`config.mk`:
```
export PLATFORM = sky130hd
export DESIGN_NAME = mixer_channel_scheduler_flat
export DESIGN_NICKNAME = d
export VERILOG_FILES = /design/src/rtl/gnss_corr_pkg.sv /design/src/rtl/mixer_channel_scheduler_if.sv /design/src/rtl/carrier_mixer.sv /design/src/rtl/next_set_bit.sv /design/src/rtl/mixer_channel_scheduler.sv /design/src/flat_wrapper.sv
export SDC_FILE = /design/constraint.sdc
export NUM_CORES = 1
export LEC_CHECK = 0
export ABC_AREA = 1
export CAP_MARGIN = 15
export CORE_ASPECT_RATIO = 0.8
export CORE_MARGIN = 2
export CORE_UTILIZATION = 46
export DETAILED_ROUTE_END_ITERATION = 10
export GPL_TIMING_DRIVEN = 0
export PLACE_DENSITY_LB_ADDON = 0.12
export REMOVE_ABC_BUFFERS = 1
export SETUP_SLACK_MARGIN = 0.5
export SLEW_MARGIN = 20
export SYNTH_ARGS = -nofsm -noshare
export SYNTH_HDL_FRONTEND = slang
export SYNTH_SLANG_ARGS = --single-unit
```
`constraint.sdc`:
```
create_clock -name clk -period 3 [get_ports clk]
set_input_delay 0.45 -clock clk [delete_from_list [all_inputs] [get_ports clk]]
set_output_delay 0.45 -clock clk [all_outputs]
set_load 0.01 [all_outputs]
```
`src/rtl/gnss_corr_pkg.sv`:
```
// Shared types and magnitude encodings for the GNSS correlator front end.
// Carrier mixing arithmetic lives in mix_mag so that every user agrees on the encoding.
package gnss_corr_pkg;

    localparam logic [2:0] IF_MAG_LO  = 3'd1;
    localparam logic [2:0] IF_MAG_HI  = 3'd3;
    localparam logic [2:0] CAR_MAG_LO = 3'd1;
    localparam logic [2:0] CAR_MAG_HI = 3'd2;

    typedef struct packed {
        logic       sign;
        logic [2:0] mag;
    } mix_t;

    typedef enum logic {
        IDLE = 1'b0,
        SCAN = 1'b1
    } sched_state_t;

    // |IF| x |carrier| from the one-bit magnitude codes; the largest product (6) fits in 3 bits.
    function automatic logic [2:0] mix_mag(input logic if_mag, input logic car_mag);
        logic [2:0] ifm;
        logic [2:0] carm;
        ifm  = if_mag  ? IF_MAG_HI  : IF_MAG_LO;
        carm = car_mag ? CAR_MAG_HI : CAR_MAG_LO;
        return ifm * carm;
    endfunction

endpackage

```
`src/rtl/mixer_channel_scheduler_if.sv`:
```
// Sample-in / tagged-result-out bundle between the IF sampler, the NCO bank and the accumulators.
// Handshake: valid-only, no ready. samp_valid offers one sample for exactly one cycle; the
// scheduler either takes it or drops it and raises overrun. out_valid qualifies one result per cycle.
interface mixer_channel_scheduler_if #(
    parameter int NUM_CH = 12
);
    localparam int CH_W = $clog2(NUM_CH);

    logic              samp_valid;
    logic              if_sign;
    logic              if_mag;
    logic [NUM_CH-1:0] ch_enable;
    logic [NUM_CH-1:0] car_sign;
    logic [NUM_CH-1:0] car_mag;

    logic              out_valid;
    logic [CH_W-1:0]   out_ch;
    logic              out_sign;
    logic [2:0]        out_mag;
    logic              frame_done;

    modport master (
        output samp_valid, if_sign, if_mag, ch_enable, car_sign, car_mag,
        input  out_valid, out_ch, out_sign, out_mag, frame_done
    );

    modport slave (
        input  samp_valid, if_sign, if_mag, ch_enable, car_sign, car_mag,
        output out_valid, out_ch, out_sign, out_mag, frame_done
    );

endinterface

```
`src/rtl/carrier_mixer.sv`:
```
// Sign/magnitude product of one IF sample with one carrier sample.
module carrier_mixer
    import gnss_corr_pkg::*;
(
    input  logic if_sign,
    input  logic if_mag,
    input  logic car_sign,
    input  logic car_mag,
    output mix_t mix
);

    assign mix.sign = ~(if_sign ^ car_sign);
    assign mix.mag  = mix_mag(if_mag, car_mag);

endmodule

```
`src/rtl/next_set_bit.sv`:
```
// Combinational priority finder: lowest set bit of mask at or above start, plus a found flag.
module next_set_bit #(
    parameter int W     = 12,
    localparam int IDX_W = $clog2(W)
) (
    input  logic [W-1:0]   mask,
    input  logic [IDX_W:0] start,
    output logic [IDX_W-1:0] idx,
    output logic             found
);

    // Scan downward so the last hit written is the lowest qualifying bit.
    always_comb begin
        idx   = '0;
        found = 1'b0;
        for (int i = W - 1; i >= 0; i--) begin
            if (mask[i] && (i >= int'(start))) begin
                idx   = IDX_W'(i);
                found = 1'b1;
            end
        end
    end

endmodule

```
`src/rtl/mixer_channel_scheduler.sv`:
```
// Time-shares one carrier_mixer across NUM_CH channels: each accepted IF sample is swept
// through the enabled channels in ascending order, one result per clock.
module mixer_channel_scheduler
    import gnss_corr_pkg::*;
#(
    parameter int NUM_CH = 12
) (
    input  logic                      clk,
    input  logic                      rstn,
    mixer_channel_scheduler_if.slave  bus,
    input  logic                      overrun_clr,
    output logic                      busy,
    output logic                      overrun,
    output sched_state_t              state_dbg
);

    localparam int CH_W = $clog2(NUM_CH);

    sched_state_t      state, state_nxt;
    logic              snap_if_sign, snap_if_mag;
    logic [NUM_CH-1:0] snap_en, snap_cs, snap_cm;
    logic [CH_W-1:0]   ch_idx;
    logic [CH_W:0]     next_start;
    logic [CH_W-1:0]   first_idx, next_idx;
    logic              first_found, next_found;
    logic              issuing, last_issue, accept, drop;
    mix_t              mix;

    logic              out_valid_q, out_sign_q, frame_done_q;
    logic [CH_W-1:0]   out_ch_q;
    logic [2:0]        out_mag_q;

    // First channel comes straight from the live mask: it is the mask being snapshotted.
    next_set_bit #(.W(NUM_CH)) u_first (
        .mask  (bus.ch_enable),
        .start ('0),
        .idx   (first_idx),
        .found (first_found)
    );

    assign next_start = {1'b0, ch_idx} + (CH_W + 1)'(1);

    next_set_bit #(.W(NUM_CH)) u_next (
        .mask  (snap_en),
        .start (next_start),
        .idx   (next_idx),
        .found (next_found)
    );

    carrier_mixer u_mixer (
        .if_sign  (snap_if_sign),
        .if_mag   (snap_if_mag),
        .car_sign (snap_cs[ch_idx]),
        .car_mag  (snap_cm[ch_idx]),
        .mix      (mix)
    );

    assign issuing    = (state == SCAN);
    assign last_issue = issuing && !next_found;
    assign accept     = bus.samp_valid && (!issuing || last_issue);
    assign drop       = bus.samp_valid && issuing && next_found;

    assign busy      = issuing;
    assign state_dbg = state;

    always_ff @(posedge clk or negedge rstn) begin
        if (!rstn) state <= IDLE;
        else       state <= state_nxt;
    end

    always_comb begin
        state_nxt = state;
        if (accept)          state_nxt = first_found ? SCAN : IDLE;
        else if (last_issue) state_nxt = IDLE;
    end

    always_ff @(posedge clk or negedge rstn) begin
        if (!rstn) begin
            snap_if_sign <= 1'b0;
            snap_if_mag  <= 1'b0;
            snap_en      <= '0;
            snap_cs      <= '0;
            snap_cm      <= '0;
            ch_idx       <= '0;
            out_valid_q  <= 1'b0;
            out_ch_q     <= '0;
            out_sign_q   <= 1'b0;
            out_mag_q    <= '0;
            frame_done_q <= 1'b0;
            overrun      <= 1'b0;
        end else begin
            out_valid_q  <= 1'b0;
            out_ch_q     <= '0;
            out_sign_q   <= 1'b0;
            out_mag_q    <= '0;
            frame_done_q <= 1'b0;
            if (issuing) begin
                out_valid_q  <= 1'b1;
                out_ch_q     <= ch_idx;
                out_sign_q   <= mix.sign;
                out_mag_q    <= mix.mag;
                frame_done_q <= !next_found;
            end else if (accept && !first_found) begin
                // Empty frame: completes immediately with no result.
                frame_done_q <= 1'b1;
            end
            if (accept) begin
                snap_if_sign <= bus.if_sign;
                snap_if_mag  <= bus.if_mag;
                snap_en      <= bus.ch_enable;
                snap_cs      <= bus.car_sign;
                snap_cm      <= bus.car_mag;
                ch_idx       <= first_idx;
            end else if (issuing) begin
                ch_idx <= next_idx;
            end
            overrun <= drop | (overrun & ~overrun_clr);
        end
    end

    assign bus.out_valid  = out_valid_q;
    assign bus.out_ch     = out_ch_q;
    assign bus.out_sign   = out_sign_q;
    assign bus.out_mag    = out_mag_q;
    assign bus.frame_done = frame_done_q;

endmodule

```
`src/flat_wrapper.sv`:
```
// flat-port wrapper written by rule: the top's interface ports become plain ports
module mixer_channel_scheduler_flat import gnss_corr_pkg::*;
#(
    parameter int NUM_CH = 12
)
  (clk, rstn, overrun_clr, busy, overrun, state_dbg, bus_samp_valid, bus_if_sign, bus_if_mag, bus_ch_enable, bus_car_sign, bus_car_mag, bus_out_valid, bus_out_ch, bus_out_sign, bus_out_mag, bus_frame_done);
  mixer_channel_scheduler_if #(.NUM_CH(NUM_CH)) bus_i ();
  input  logic clk;
  input  logic rstn;
  input  logic overrun_clr;
  output logic busy;
  output logic overrun;
  output sched_state_t state_dbg;
  input wire logic [$bits(bus_i.samp_valid)-1:0] bus_samp_valid;
  input wire logic [$bits(bus_i.if_sign)-1:0] bus_if_sign;
  input wire logic [$bits(bus_i.if_mag)-1:0] bus_if_mag;
  input wire logic [$bits(bus_i.ch_enable)-1:0] bus_ch_enable;
  input wire logic [$bits(bus_i.car_sign)-1:0] bus_car_sign;
  input wire logic [$bits(bus_i.car_mag)-1:0] bus_car_mag;
  output wire logic [$bits(bus_i.out_valid)-1:0] bus_out_valid;
  output wire logic [$bits(bus_i.out_ch)-1:0] bus_out_ch;
  output wire logic [$bits(bus_i.out_sign)-1:0] bus_out_sign;
  output wire logic [$bits(bus_i.out_mag)-1:0] bus_out_mag;
  output wire logic [$bits(bus_i.frame_done)-1:0] bus_frame_done;
  assign bus_i.samp_valid = bus_samp_valid;
  assign bus_i.if_sign = bus_if_sign;
  assign bus_i.if_mag = bus_if_mag;
  assign bus_i.ch_enable = bus_ch_enable;
  assign bus_i.car_sign = bus_car_sign;
  assign bus_i.car_mag = bus_car_mag;
  assign bus_out_valid = bus_i.out_valid;
  assign bus_out_ch = bus_i.out_ch;
  assign bus_out_sign = bus_i.out_sign;
  assign bus_out_mag = bus_i.out_mag;
  assign bus_frame_done = bus_i.frame_done;
  mixer_channel_scheduler #(.NUM_CH(NUM_CH)) u_core (.clk(clk), .rstn(rstn), .bus(bus_i), .overrun_clr(overrun_clr), .busy(busy), .overrun(overrun), .state_dbg(state_dbg));
endmodule
```
---- Word-level counts from Yosys, hierarchy flattened ----
Index checks and enable logic that the tools add are counted.
word-level totals
  flip-flop bits (word level) ............. 54
  logic and storage cells ................. 121
cells by class
  add/subtract/negate cells ............... 1
  multiply operators ...................... 1
  order comparisons ....................... 13
  muxes and demuxes ....................... 65
  bitwise logic cells ..................... 5
  reduce and logical (&&, ||, !) cells .... 23
operators by type and width
  kind                                                                                 count
  4-bit 2-to-1 mux                                                                     27
  1-bit 2-to-1 mux                                                                     33
  3-bit by 5-bit greater-or-equal comparator with 1-bit output (first input constant)  4
  4-bit by 5-bit greater-or-equal comparator with 1-bit output (first input constant)  4
  1-bit logical AND                                                                    17
  1-bit by 5-bit greater-or-equal comparator with 1-bit output (first input constant)  2
  2-bit by 5-bit greater-or-equal comparator with 1-bit output (first input constant)  2
  1-bit binary-select mux with 4-bit select                                            2
  4-bit by 1-bit adder with 5-bit output (second input constant)                       1
  4-bit by 5-bit less-than comparator with 1-bit output (second input constant)        1
  2-bit 2-to-1 mux                                                                     2
  2-bit nonzero test                                                                   2
  1-bit logical NOT                                                                    3
  2-bit by 2-bit multiplier with 3-bit output                                          1
  3-bit 2-to-1 mux                                                                     1
  1-bit inverter                                                                       2
  1-bit AND                                                                            1
  1-bit logical OR                                                                     1
  1-bit OR                                                                             1
  1-bit bitwise XOR                                                                    1

---- Depth between registers and ports, before layout ----
Gate-level depths: netlist (run 1).
  depth in word-level cells ............... 22
  gate-level depth with buffers ........... 22
  mapped depth without buffers ............ 21

---- Cells and area by module ----
A second synthesis (run 1) with hierarchy kept.
second synthesis, totals
  cell total of the unflattened synthesis .. 415
  area, all modules ....................... 3031.7 sq um
modules (own cells, without submodules)
  module                   times used  cells each  area an instance (sq um)  sequential area each (sq um)
  mixer_channel_scheduler  1           284         2384.8                    1351.3
  next_set_bit             2           61          305.3                     0.0
  carrier_mixer            1           9           36.3                      0.0

---- Least setup slack after synthesis (run 1) ----
Ideal clock, no wire load.
  path kind ............................... register to register
  from .................................... register u_core.ch_idx[0]
  to ...................................... register u_core.ch_idx[3]
  arrival time ............................ 2.546 ns
  setup slack ............................. 0.331 ns
  cell stages (with the launch flop) ...... 18
  buffers on the path ..................... 3
  cell sequence ........................... dfrtp_1 > buf_2 > inv_1 > clkbuf_1 > ha_1 > a21oi_1 > nor2_1 > o21ai_1 > nand2_1 > nor2_1 > nand2_2 > nand2_4 > nand2_4 > inv_2 > buf_6 > o31ai_1 > nand3_1 > o21ai_1
on the way
  cells in the longest elaborated chain, start to end .. 20
  elaborated cells on any way between the ends .. 56
RTL lines
  item                                                           RTL line                        source
  start: declaration                                             mixer_channel_scheduler.sv:22   logic [CH_W-1:0] ch_idx;
  start signal: assignment                                       mixer_channel_scheduler.sv:113  ch_idx <= first_idx;
  start signal: assignment                                       mixer_channel_scheduler.sv:115  ch_idx <= next_idx;
  4-bit by 1-bit adder with 5-bit output (*)                     mixer_channel_scheduler.sv:41   assign next_start = {1'b0, ch_idx} + (CH_W + 1)'(1);
  4-bit by 5-bit greater-or-equal comparator with 1-bit output   next_set_bit.sv:17              if (mask[i] && (i >= int'(start))) begin
  1-bit logical AND                                              next_set_bit.sv:17
  1-bit 2-to-1 mux (12 in a row)                                 next_set_bit.sv:17
  1-bit logical NOT                                              mixer_channel_scheduler.sv:59   assign last_issue = issuing && !next_found;
  1-bit logical AND                                              mixer_channel_scheduler.sv:59
  1-bit logical OR                                               mixer_channel_scheduler.sv:60   assign accept = bus.samp_valid && (!issuing || last_issue);
  1-bit logical AND                                              mixer_channel_scheduler.sv:60
  4-bit 2-to-1 mux / 2-bit nonzero test (equally long branches)  -
Mark *: on every way between the ends. The rest lies on a longest branch, timed or not. The select of a mux whose other input is x is not followed.
A chain may end at the register's enable or synchronous reset.

---- Final worst setup path (run 1) ----
  from .................................... register u_core.ch_idx[0]
  to ...................................... register u_core.snap_cm[6]
on the way
  cells in the longest elaborated chain, start to end .. 19
  elaborated cells on any way between the ends .. 41
RTL lines
  item                                                          RTL line                        source
  4-bit by 1-bit adder with 5-bit output (*)                    mixer_channel_scheduler.sv:41
  4-bit by 5-bit greater-or-equal comparator with 1-bit output  next_set_bit.sv:17
  1-bit logical AND                                             next_set_bit.sv:17
  1-bit 2-to-1 mux (11 in a row)                                next_set_bit.sv:17
  1-bit 2-to-1 mux (*)                                          next_set_bit.sv:17
  1-bit logical NOT (*)                                         mixer_channel_scheduler.sv:59
  1-bit logical AND (*)                                         mixer_channel_scheduler.sv:59
  1-bit logical OR (*)                                          mixer_channel_scheduler.sv:60
  1-bit logical AND (*)                                         mixer_channel_scheduler.sv:60
  end signal: assignment                                        mixer_channel_scheduler.sv:112  snap_cm <= bus.car_mag;
  end: declaration                                              mixer_channel_scheduler.sv:21   logic [NUM_CH-1:0] snap_en, snap_cs, snap_cm;
Mark *: on every way between the ends. The rest lies on a longest branch, timed or not.

==> impl_metrics.csv, run 1 <==
group,metric,value,unit
timing,min_period,2.42,ns
hold_path,worstHoldPathType,"in2async",
worst_setup_path,cp-end-kind,"register",
synthesis,ys_ff_latch,54,
place,hpwl,4090,um
worst_setup_path,critPathLaunch,"u_core.ch_idx[0]",
die,start_util,47.9,%
drt,antenna_left,0,
synthesis,synth_edf_count,0,
worst_setup_path,arrival,2.62,ns
timing,tightestPinTransition,0.657,ns
die,core,5910,sq um
grt,grt_pass1_vias,2351,
layout,fin_area,3790,sq um
power,ir_drop,0.407,mV
layout,fill_cells,497,
layout,final_cell_mix,"137 x nand2_1, 53 x clkdlybuf4s50_1, 51 x dfrtp_1, 36 x inv_1, 34 x nor2_1",
grt,grt_max_degree,55,
layout,fin_nets,491,
timing,setup_viol,0,
synthesis,yosysTopAreaCell,"dfrtp_1",
timing,slew_headroom,56.2,%
layout,layout-drive-gt1-share,15.7,%
synthesis,synth_area,2830,sq um
clocking,clk_latency,0.31,ns
layout,diodes,0,
worst_setup_path,r2r_end,"u_core.snap_cm[6]",
synthesis,yosysWarnings,0,
timing,rsz0062_at_grt,"yes",
worst_setup_path,crit_slowest_cell,"dfrtp_4",
status,status,"complete, no violations",
clocking,path_clk_slew,0.09,ns
drt,drcViolationCount,0,
power,finalPower,4.12,mW
synthesis,postSynthCellCount,377,
worst_setup_path,reg2reg_depth,16,
place,place_area,3380,sq um
worst_setup_path,r2r_start,"u_core.ch_idx[0]",
clocking,htreeDepth,2,
synthesis,synth_top_area_share,47.8,%
clocking,cts_num_sinks,54,
timing,fmax,413,MHz
drt,avgViaCountPerCell,4.90,
clocking,clockBufferDepth,2,
worst_setup_path,cp_top_family,"simple AND/OR/NAND/NOR gates",
synthesis,async_flop_share,100,%
worst_setup_path,cp-start-kind,"register",
clocking,cts_buffers,5,
job,drv_cap,0,
power,power.density,1090,nW/um^2
timing,skew,0.00686,ns
clocking,cts_tree,"yes",
worst_setup_path,crit_top_cell,"nand2_1",
synthesis,ys.flop_type,"dfrtp_1",
grt,grt_antenna_before_repair,0,
synthesis,ys_types,29,
synthesis,yosysSeqAreaShare,47.8,%
worst_setup_path,crit_required,3.20,ns
place,port_buffers,54,
worst_setup_path,crit_buf_inv,3,
grt,overflow,0,
die,io-pin-count,55,
place,place.gp.congestion,0.765,
drt,finalWirelength,6920,um
layout,final_common_cell,"nand2_1",
die,die_area,6800,sq um
grt,grt_pass1_wl,11300,um
synthesis,synth_area_leaders,"dfrtp_1 48%, nand2_1 18%, o21ai_0 5.7%, inv_1 5.0%, nor2_1 5.0%",
clocking,root_buffer,"clkbuf_8",
drt,drt_first_pass_iters,4,
worst_setup_path,path_cells,"ha_4 -> nand3_2 -> inv_2 -> nor2_4 -> nand2_4 -> nor3_2 -> nor2_2 -> nand2_1 -> nor2_2 -> nand2_2 -> nand2_4 -> nand2_8 -> buf_12 -> clkinv_8 -> nand2_1 -> nand2_1",
worst_setup_path,crit_fanout,10,
worst_setup_path,slowest_delay,0.54,ns
synthesis,syn_area_per_cell,7.50,sq um
power,p_leak,1.88,nW
drt,first_iter_violations,172,
grt,grtUsageTotal,21.2,%
worst_setup_path,rrSetupSlack,0.58,ns
die,die_h,74.1,um
die,rows,25,
timing,hold_violations,0,
die,die_x,91.7,um
timing,slew_violations,0,
timing,period_share,80.8,%
drt,wire_per_inst,13.1,um
timing,finalSetupTns,0,ns
layout,area_growth,34.1,%
worst_setup_path,crit_type,"reg2reg",
drt,vias,2580,
-- synth_stat cells, types with 3 or more instances --
cell      count
clkbuf_1      4
nand2_1     139
inv_1        38
dfrtp_1      54
nand3_1       9
buf_2         7
nand2_4       3
a21oi_1       7
o221ai_1      3
inv_2         6
o21ai_1       4
buf_6         3
ha_1          4
o22ai_1       4
nor2_1       38
nand2_2       4
o21ai_0      32
nor2_2        3
-- state kept, by name (all words and copies together), names as in the netlist --
register and flops:
u_core.bus.frame_done 1, u_core.overrun 1, u_core.bus.out_valid 1, u_core.snap_if_mag 1, u_core.snap_if_sign 1, u_core.busy 1, u_core.snap_cs 12, u_core.snap_cm 12
u_core.bus.out_mag 3, u_core.snap_en 12, u_core.bus.out_ch 4, u_core.ch_idx 4, u_core.bus.out_sign 1
-- per-stage QoR --
step / utilization, % / setup slack [ns] / std cells / hold slack (ns)
final: 64.1 / 0.577 / 526 / 0.171
after global routing: 64.1 / 0.422 / 526 / 0.227
after CTS: 61.3 / 0.518 / 516 / 0.201
after detailed placement: 57.1 / -1.07 / 497 / 0.460
after global placement: 57.2 / -1.02 / 497 / 0.459
after floorplan: - / -0.129 / 362 / 0.154
-- final cells by class --
type | instances | area (sq um) | area share (%)
sequential | 54 | 1360 | 35.8
multi-input combinational | 266 | 1330 | 35.2
timing repair buffer | 72 | 709 | 18.7
inverter | 44 | 185 | 4.88
tap | 81 | 101 | 2.67
clock buffer | 6 | 72.6 | 1.91
timing repair inverter | 2 | 25.0 | 0.660
clock inverter | 1 | 7.51 | 0.198
-- kinds of logic after synthesis --
group | Yosys count | synth area share, %
and+or+nand+nor | 204 | 30.4
adders and majority gates | 4 | 1.77
DFF | 54 | 47.8
AOI/OAI and AO/OA | 56 | 11.0
buffers and inverters | 59 | 9.07
-- metal layers --
metal	track usage [%]	wire length [um]	up-vias
li1	-	-	1311
met1	30.2	3370	1198
met2	34.3	3070	63
met5	0	0	-
met3	3.95	381	8
met4	4.88	94	0
-- worst max-delay path by stage --
stage	slack (ns)	to	depth (start not counted)
2_1_floorplan	-0.13	u_core.ch_idx[3]	14
3_3_place_gp	-1.02	u_core.ch_idx[3]	14
3_5_place_dp	-1.07	u_core.ch_idx[3]	14
4_1_cts	0.52	u_core.ch_idx[0]	18
5_1_grt	0.42	u_core.snap_cm[6]	16
6_report	0.58	u_core.snap_cm[6]	16
-- where the power goes --
group / switching (mW) / internal (mW) / total, mW
clock: 0.229 / 0.161 / 0.390
sequential: 0.217 / 1.08 / 1.30
combinational: 1.40 / 1.03 / 2.43
total: 1.85 / 2.27 / 4.12
-- what timing repair did --
action                                  CTS  global route
setup buffers                             8            10
endpoints found under the setup margin   45            43
pin swaps                                 4             9
hold buffers                              0             0
gates resized for setup                  13            27
cloned                                    4             0
Note: power is estimated with default switching activity, not from simulation.
==> run 2: changes to the inputs <==
==> constraint.sdc (replaced) <==
create_clock -name clk -period 2.45 [get_ports clk]
set_input_delay 0.3675 -clock clk [delete_from_list [all_inputs] [get_ports clk]]
set_output_delay 0.3675 -clock clk [all_outputs]
set_load 0.01 [all_outputs]
==> run 2 against run 1 <==
Final area rose by 4.6%. Flip-flop and latch count did not move. Via count rose by 3.3%. Largest cell class is now multi-input combinational cells. Clock power rose by 22%. Critical path type unchanged. Clock skew rose by 0.00059 ns. Utilization rose by 3.0 points. The run now ends with setup timing left. First-iteration DRC count rose by 22%. Critical path depth did not move. Combinational power rose by 42%.
==> impl_metrics.csv, run 2 (synthesis results as in run 1) <==
group,metric,value,unit
status,status,"finished with violations",
status,violations,"setup timing",
drt,avgViaCountPerCell,4.97,
worst_setup_path,crit_end,"u_core.ch_idx[0]",
place,place.gp.congestion,0.765,
worst_setup_path,reg2reg_depth,16,
grt,grt_pass1_wl,12000,um
power,ir_drop,0.514,mV
timing,fin_ws,-0.0576,ns
grt,overflow,0,
worst_setup_path,critPathLaunch,"u_core.ch_idx[0]",
layout,final_common_cell,"nand2_1",
power,power.density,1390,nW/um^2
die,start_util,47.9,%
timing,fmax,399,MHz
timing,rsz0062_at_grt,"yes",
timing,slew_headroom,53.7,%
timing,period_share,102,%
clocking,cts_tree,"yes",
worst_setup_path,r2r_end,"u_core.ch_idx[0]",
grt,grt_antenna_before_repair,0,
place,port_buffers,54,
worst_setup_path,arrival,2.74,ns
clocking,htreeDepth,2,
worst_setup_path,crit_required,2.68,ns
clocking,clk_latency,0.31,ns
layout,fin_nets,501,
timing,holdWs,0.0925,ns
drt,finalWirelength,7270,um
clocking,clockBufferDepth,2,
die,die_x,91.7,um
timing,skew,0.00745,ns
clocking,cts_buffers,5,
hold_path,worstHoldPathType,"in2async",
timing,setup_viol,36,
timing,hold_violations,0,
clocking,root_buffer,"clkbuf_8",
drt,antenna_left,0,
grt,grt_max_degree,55,
drt,drt_first_pass_iters,4,
drt,wire_per_inst,13.6,um
die,rows,25,
clocking,cts_num_sinks,54,
layout,layout-drive-gt1-share,23.1,%
layout,reg.largest.list,"u_core.snap_cm x12, u_core.snap_cs x12, u_core.snap_en x12",
die,core,5910,sq um
layout,diodes,0,
place,place_area,3380,sq um
timing,slew_violations,0,
die,io-pin-count,55,
power,p_leak,1.95,nW
worst_setup_path,r2r_start,"u_core.ch_idx[0]",
layout,fin_area,3970,sq um
grt,grtUsageTotal,22.5,%
drt,drcViolationCount,0,
worst_setup_path,crit_type,"reg2reg",
worst_setup_path,cp-start-kind,"register",
job,drv_cap,0,
die,die_h,74.1,um
layout,area_growth,40.2,%
drt,vias,2665,
grt,grt_pass1_vias,2504,
drt,first_iter_violations,209,
die,die_area,6800,sq um
timing,min_period,2.51,ns
worst_setup_path,rrSetupSlack,-0.06,ns
clocking,path_clk_slew,0.09,ns
worst_setup_path,crit_fanout,6,
place,hpwl,4090,um
worst_setup_path,cp-end-kind,"register",
timing,tightestPinTransition,0.692,ns
layout,final_cell_mix,"120 x nand2_1, 53 x clkdlybuf4s50_1, 50 x dfrtp_1, 36 x inv_1, 33 x nor2_1",
[run 2: cell types whose count changed in the layout (fill, tap and decap cells not counted), sizes merged]
cell	previous run	this run
buf	19	27
clkinv	1	0
nand2	148	149
inv	44	46
[run 2: through the flow]
stage               utilization [%]  instances  TNS (ns)  setup slack, ns  power, mW
finish                         67.1        536    -0.675          -0.0576       5.52
global route                   67.1        536     -5.75           -0.203       6.00
CTS                            64.7        531         0           0.0882       5.12
detailed placement             57.1        497    -58.87            -1.62       3.85
global placement               57.2        497    -90.56            -1.57       3.80
floorplan                         -        362    -20.01           -0.679       3.16
[run 2: final cells by class]
type | instances | area [sq um]
timing repair inverter | 3 | 33.8
timing repair buffer | 80 | 777
fill | 473 | 1940
clock buffer | 6 | 72.6
multi-input combinational | 267 | 1430
tap | 81 | 101
inverter | 44 | 188
clock inverter | 1 | 7.51
sequential | 54 | 1360
[run 2: critical path: stages (launching register included)]
cell and delay, ns:
dfrtp_4 0.49, clkinvlp_4 0.13, ha_4 0.29, a21oi_4 0.17, buf_4 0.15, nor3_4 0.04, nor2_2 0.17, nand2_2 0.11
nor2_4 0.12, nand2_2 0.09, nand2_4 0.13, nand2_8 0.13, inv_16 0.13, nand2_1 0.06, nand2_1 0.05, inv_1 0.05
a21oi_2 0.10
[run 2: per-layer routing]
| metal | routed length, um | vias up | track usage, % |
|---|---|---|---|
| met1 | 3310 | 1214 | 31.2 |
| met2 | 3270 | 98 | 36.8 |
| li1 | - | 1336 | - |
| met4 | 138 | 0 | 6.57 |
| met3 | 555 | 17 | 4.05 |
| met5 | 0 | - | 0 |
[run 2: power breakdown]
group,leakage [nW],switching [mW],internal (mW),total [mW]
logic,1.26,1.92,1.51,3.44
registers,0.661,0.282,1.32,1.60
clock network,0.0373,0.279,0.197,0.476
[run 2: worst min-delay path by stage]
| stage | from | endpoint | slack, ns |
|---|---|---|---|
| after floorplan | rstn | u_core.bus.frame_done | 0.07 |
| after global placement | u_core.snap_cs[6] | u_core.snap_cs[6] | 0.46 |
| after detailed placement | rstn | u_core.snap_cs[11] | 0.45 |
| after CTS | rstn | u_core.snap_cs[11] | 0.12 |
| after global routing | rstn | u_core.bus.out_mag[0] | 0.14 |
| final | rstn | u_core.snap_cs[11] | 0.09 |
[run 2: repair_timing]
| action | CTS | global route |
|---|---|---|
| buffers inserted | 21 | 5 |
| pin swaps | 14 | 11 |
| resized for setup | 37 | 40 |
| gates cloned | 6 | 0 |
| hold buffers | 0 | 0 |
| endpoints found under the setup margin | 49 | 47 |
==> run 3: changes to the inputs <==
--- a/config.mk
+++ b/config.mk
@@ -12,7 +12,7 @@
 export CORE_UTILIZATION = 46
 export DETAILED_ROUTE_END_ITERATION = 10
 export GPL_TIMING_DRIVEN = 0
-export PLACE_DENSITY_LB_ADDON = 0.12
+export PLACE_DENSITY = 0.72
 export REMOVE_ABC_BUFFERS = 1
 export SETUP_SLACK_MARGIN = 0.5
 export SLEW_MARGIN = 20
==> run 3 against run 2 <==
The flow still finishes with violations (setup timing). Clock skew is 0.0018 ns lower. Critical path depth stayed put. Final cell count is 1.5% higher. Sequential share of layout area shrank 2.7 points. Largest power group unchanged. Maximum frequency increased by 0.41%.
==> impl_metrics.csv, run 3 (synthesis results as in run 1) <==
group,metric,value,unit
timing,min_period,2.50,ns
place,hpwl,4220,um
die,die_h,74.1,um
clocking,htreeDepth,2,
die,start_util,47.9,%
clocking,cts_buffers,5,
timing,setup_viol,2,
timing,skew,0.00560,ns
timing,slew_headroom,50.1,%
drt,drcViolationCount,0,
grt,grtUsageTotal,22.7,%
worst_setup_path,r2r_end,"u_core.snap_cm[8]",
drt,antenna_left,0,
layout,layout-drive-gt1-share,31.7,%
power,finalPower,6.14,mW
layout,diodes,0,
layout,reg.largest.list,"u_core.snap_cm x12, u_core.snap_cs x12, u_core.snap_en x12",
hold_path,worstHoldPathType,"in2async",
layout,area_growth,52.3,%
timing,fmax,400,MHz
worst_setup_path,crit_type,"reg2reg",
worst_setup_path,cp-start-kind,"register",
place,place.gp.congestion,0.832,
power,power.density,1430,nW/um^2
clocking,root_buffer,"clkbuf_8",
layout,fin_nets,508,
drt,avgViaCountPerCell,5.41,
drt,drt_first_pass_iters,6,
power,ir_drop,0.692,mV
grt,overflow,0,
die,die_x,91.7,um
status,violations,"setup timing",
worst_setup_path,r2r_start,"u_core.ch_idx[0]",
grt,grt_max_degree,55,
power,p_leak,2.12,nW
clocking,path_clk_slew,0.10,ns
die,die_area,6800,sq um
worst_setup_path,reg2reg_depth,16,
timing,hold_violations,0,
grt,grt_antenna_before_repair,0,
layout,final_common_cell,"nand2_1",
die,core,5910,sq um
drt,vias,2941,
grt,grt_pass1_wl,12000,um
die,io-pin-count,55,
timing,rsz0062_at_grt,"yes",
grt,grt_pass1_vias,2538,
worst_setup_path,crit_fanout,10,
worst_setup_path,arrival,2.74,ns
timing,slew_violations,0,
clocking,cts_num_sinks,54,
status,status,"finished with violations",
drt,wire_per_inst,15.8,um
worst_setup_path,cp-end-kind,"register",
clocking,cts_tree,"yes",
timing,tightestPinTransition,0.742,ns
worst_setup_path,crit_required,2.69,ns
drt,first_iter_violations,347,
worst_setup_path,rrSetupSlack,-0.05,ns
layout,final_util,72.9,%
timing,period_share,102,%
layout,final_cell_mix,"98 x nand2_1, 53 x clkdlybuf4s50_1, 50 x dfrtp_1, 35 x inv_1, 33 x nand2_2",
drt,finalWirelength,8600,um
die,rows,25,
clocking,clk_latency,0.31,ns
place,port_buffers,54,
job,drv_cap,0,
timing,fin_ws,-0.0474,ns
clocking,clockBufferDepth,2,
run 3: where the power goes:
part | internal, mW | leakage (nW) | switching, mW
sequential | 1.32 | 0.661 | 0.328
combinational | 1.70 | 1.40 | 2.23
clock | 0.260 | 0.0544 | 0.299
total | 3.28 | 2.12 | 2.86
run 3: worst max-delay path by stage:
stage / start / slack, ns / to / depth (start not counted)
after floorplan: u_core.ch_idx[0] / -0.68 / u_core.ch_idx[3] / 14
after detailed placement: u_core.ch_idx[0] / -1.54 / u_core.ch_idx[3] / 14
after CTS: u_core.ch_idx[0] / 0.14 / u_core.snap_en[10] / 17
after global placement: u_core.ch_idx[0] / -1.55 / u_core.ch_idx[3] / 14
final: u_core.ch_idx[0] / -0.05 / u_core.snap_cm[8] / 16
after global routing: u_core.ch_idx[0] / -0.12 / u_core.snap_cm[8] / 16
run 3: area by class of cell:
class                      count  area, sq um
multi-input combinational    266         1620
clock inverter                 1         8.76
inverter                      44          188
timing repair inverter         5         81.3
sequential                    54         1360
fill                         380         1600
timing repair buffer          86          851
clock buffer                   7         96.3
tap                           81          101
run 3: stage by stage:
step	instances	instance area (sq um)	TNS [ns]	hold WS [ns]	worst slack, ns
2_1_floorplan	362	2740	-20.01	0.0719	-0.679
3_3_place_gp	497	3380	-86.97	0.459	-1.55
3_5_place_dp	497	3380	-54.54	0.456	-1.54
4_1_cts	529	3850	0	0.122	0.138
5_1_grt	544	4310	-2.51	0.136	-0.124
6_report	544	4310	-0.0550	0.0897	-0.0474
run 3: worst max-delay path, cell delays in order, from the launching register on:
cell and delay [ns]:
dfrtp_4 0.49, clkinvlp_4 0.13, ha_4 0.28, a21oi_4 0.18, nand2_1 0.09, nand2_1 0.10, nor2_2 0.07, nor2_2 0.12
nand2_2 0.09, nor2_2 0.10, nand2_2 0.08, nand2_4 0.11, nand2_8 0.12, buf_12 0.23, inv_12 0.08, nand2_1 0.07
nand2_1 0.08
run 3: what timing repair did:
action | CTS | global route
setup buffers | 18 | 14
gates resized for setup | 44 | 96
hold buffers | 0 | 0
pin swaps | 10 | 22
cloned | 6 | 1
setup endpoints to repair | 49 | 49
run 3: metal layers:
| metal | routed length, um | track usage [%] | vias up |
|---|---|---|---|
| li1 | - | - | 1358 |
| met1 | 3520 | 30.4 | 1376 |
| met2 | 4160 | 37.1 | 170 |
| met3 | 619 | 4.66 | 37 |
| met4 | 301 | 8.25 | 0 |
| met5 | 0 | 0 | - |
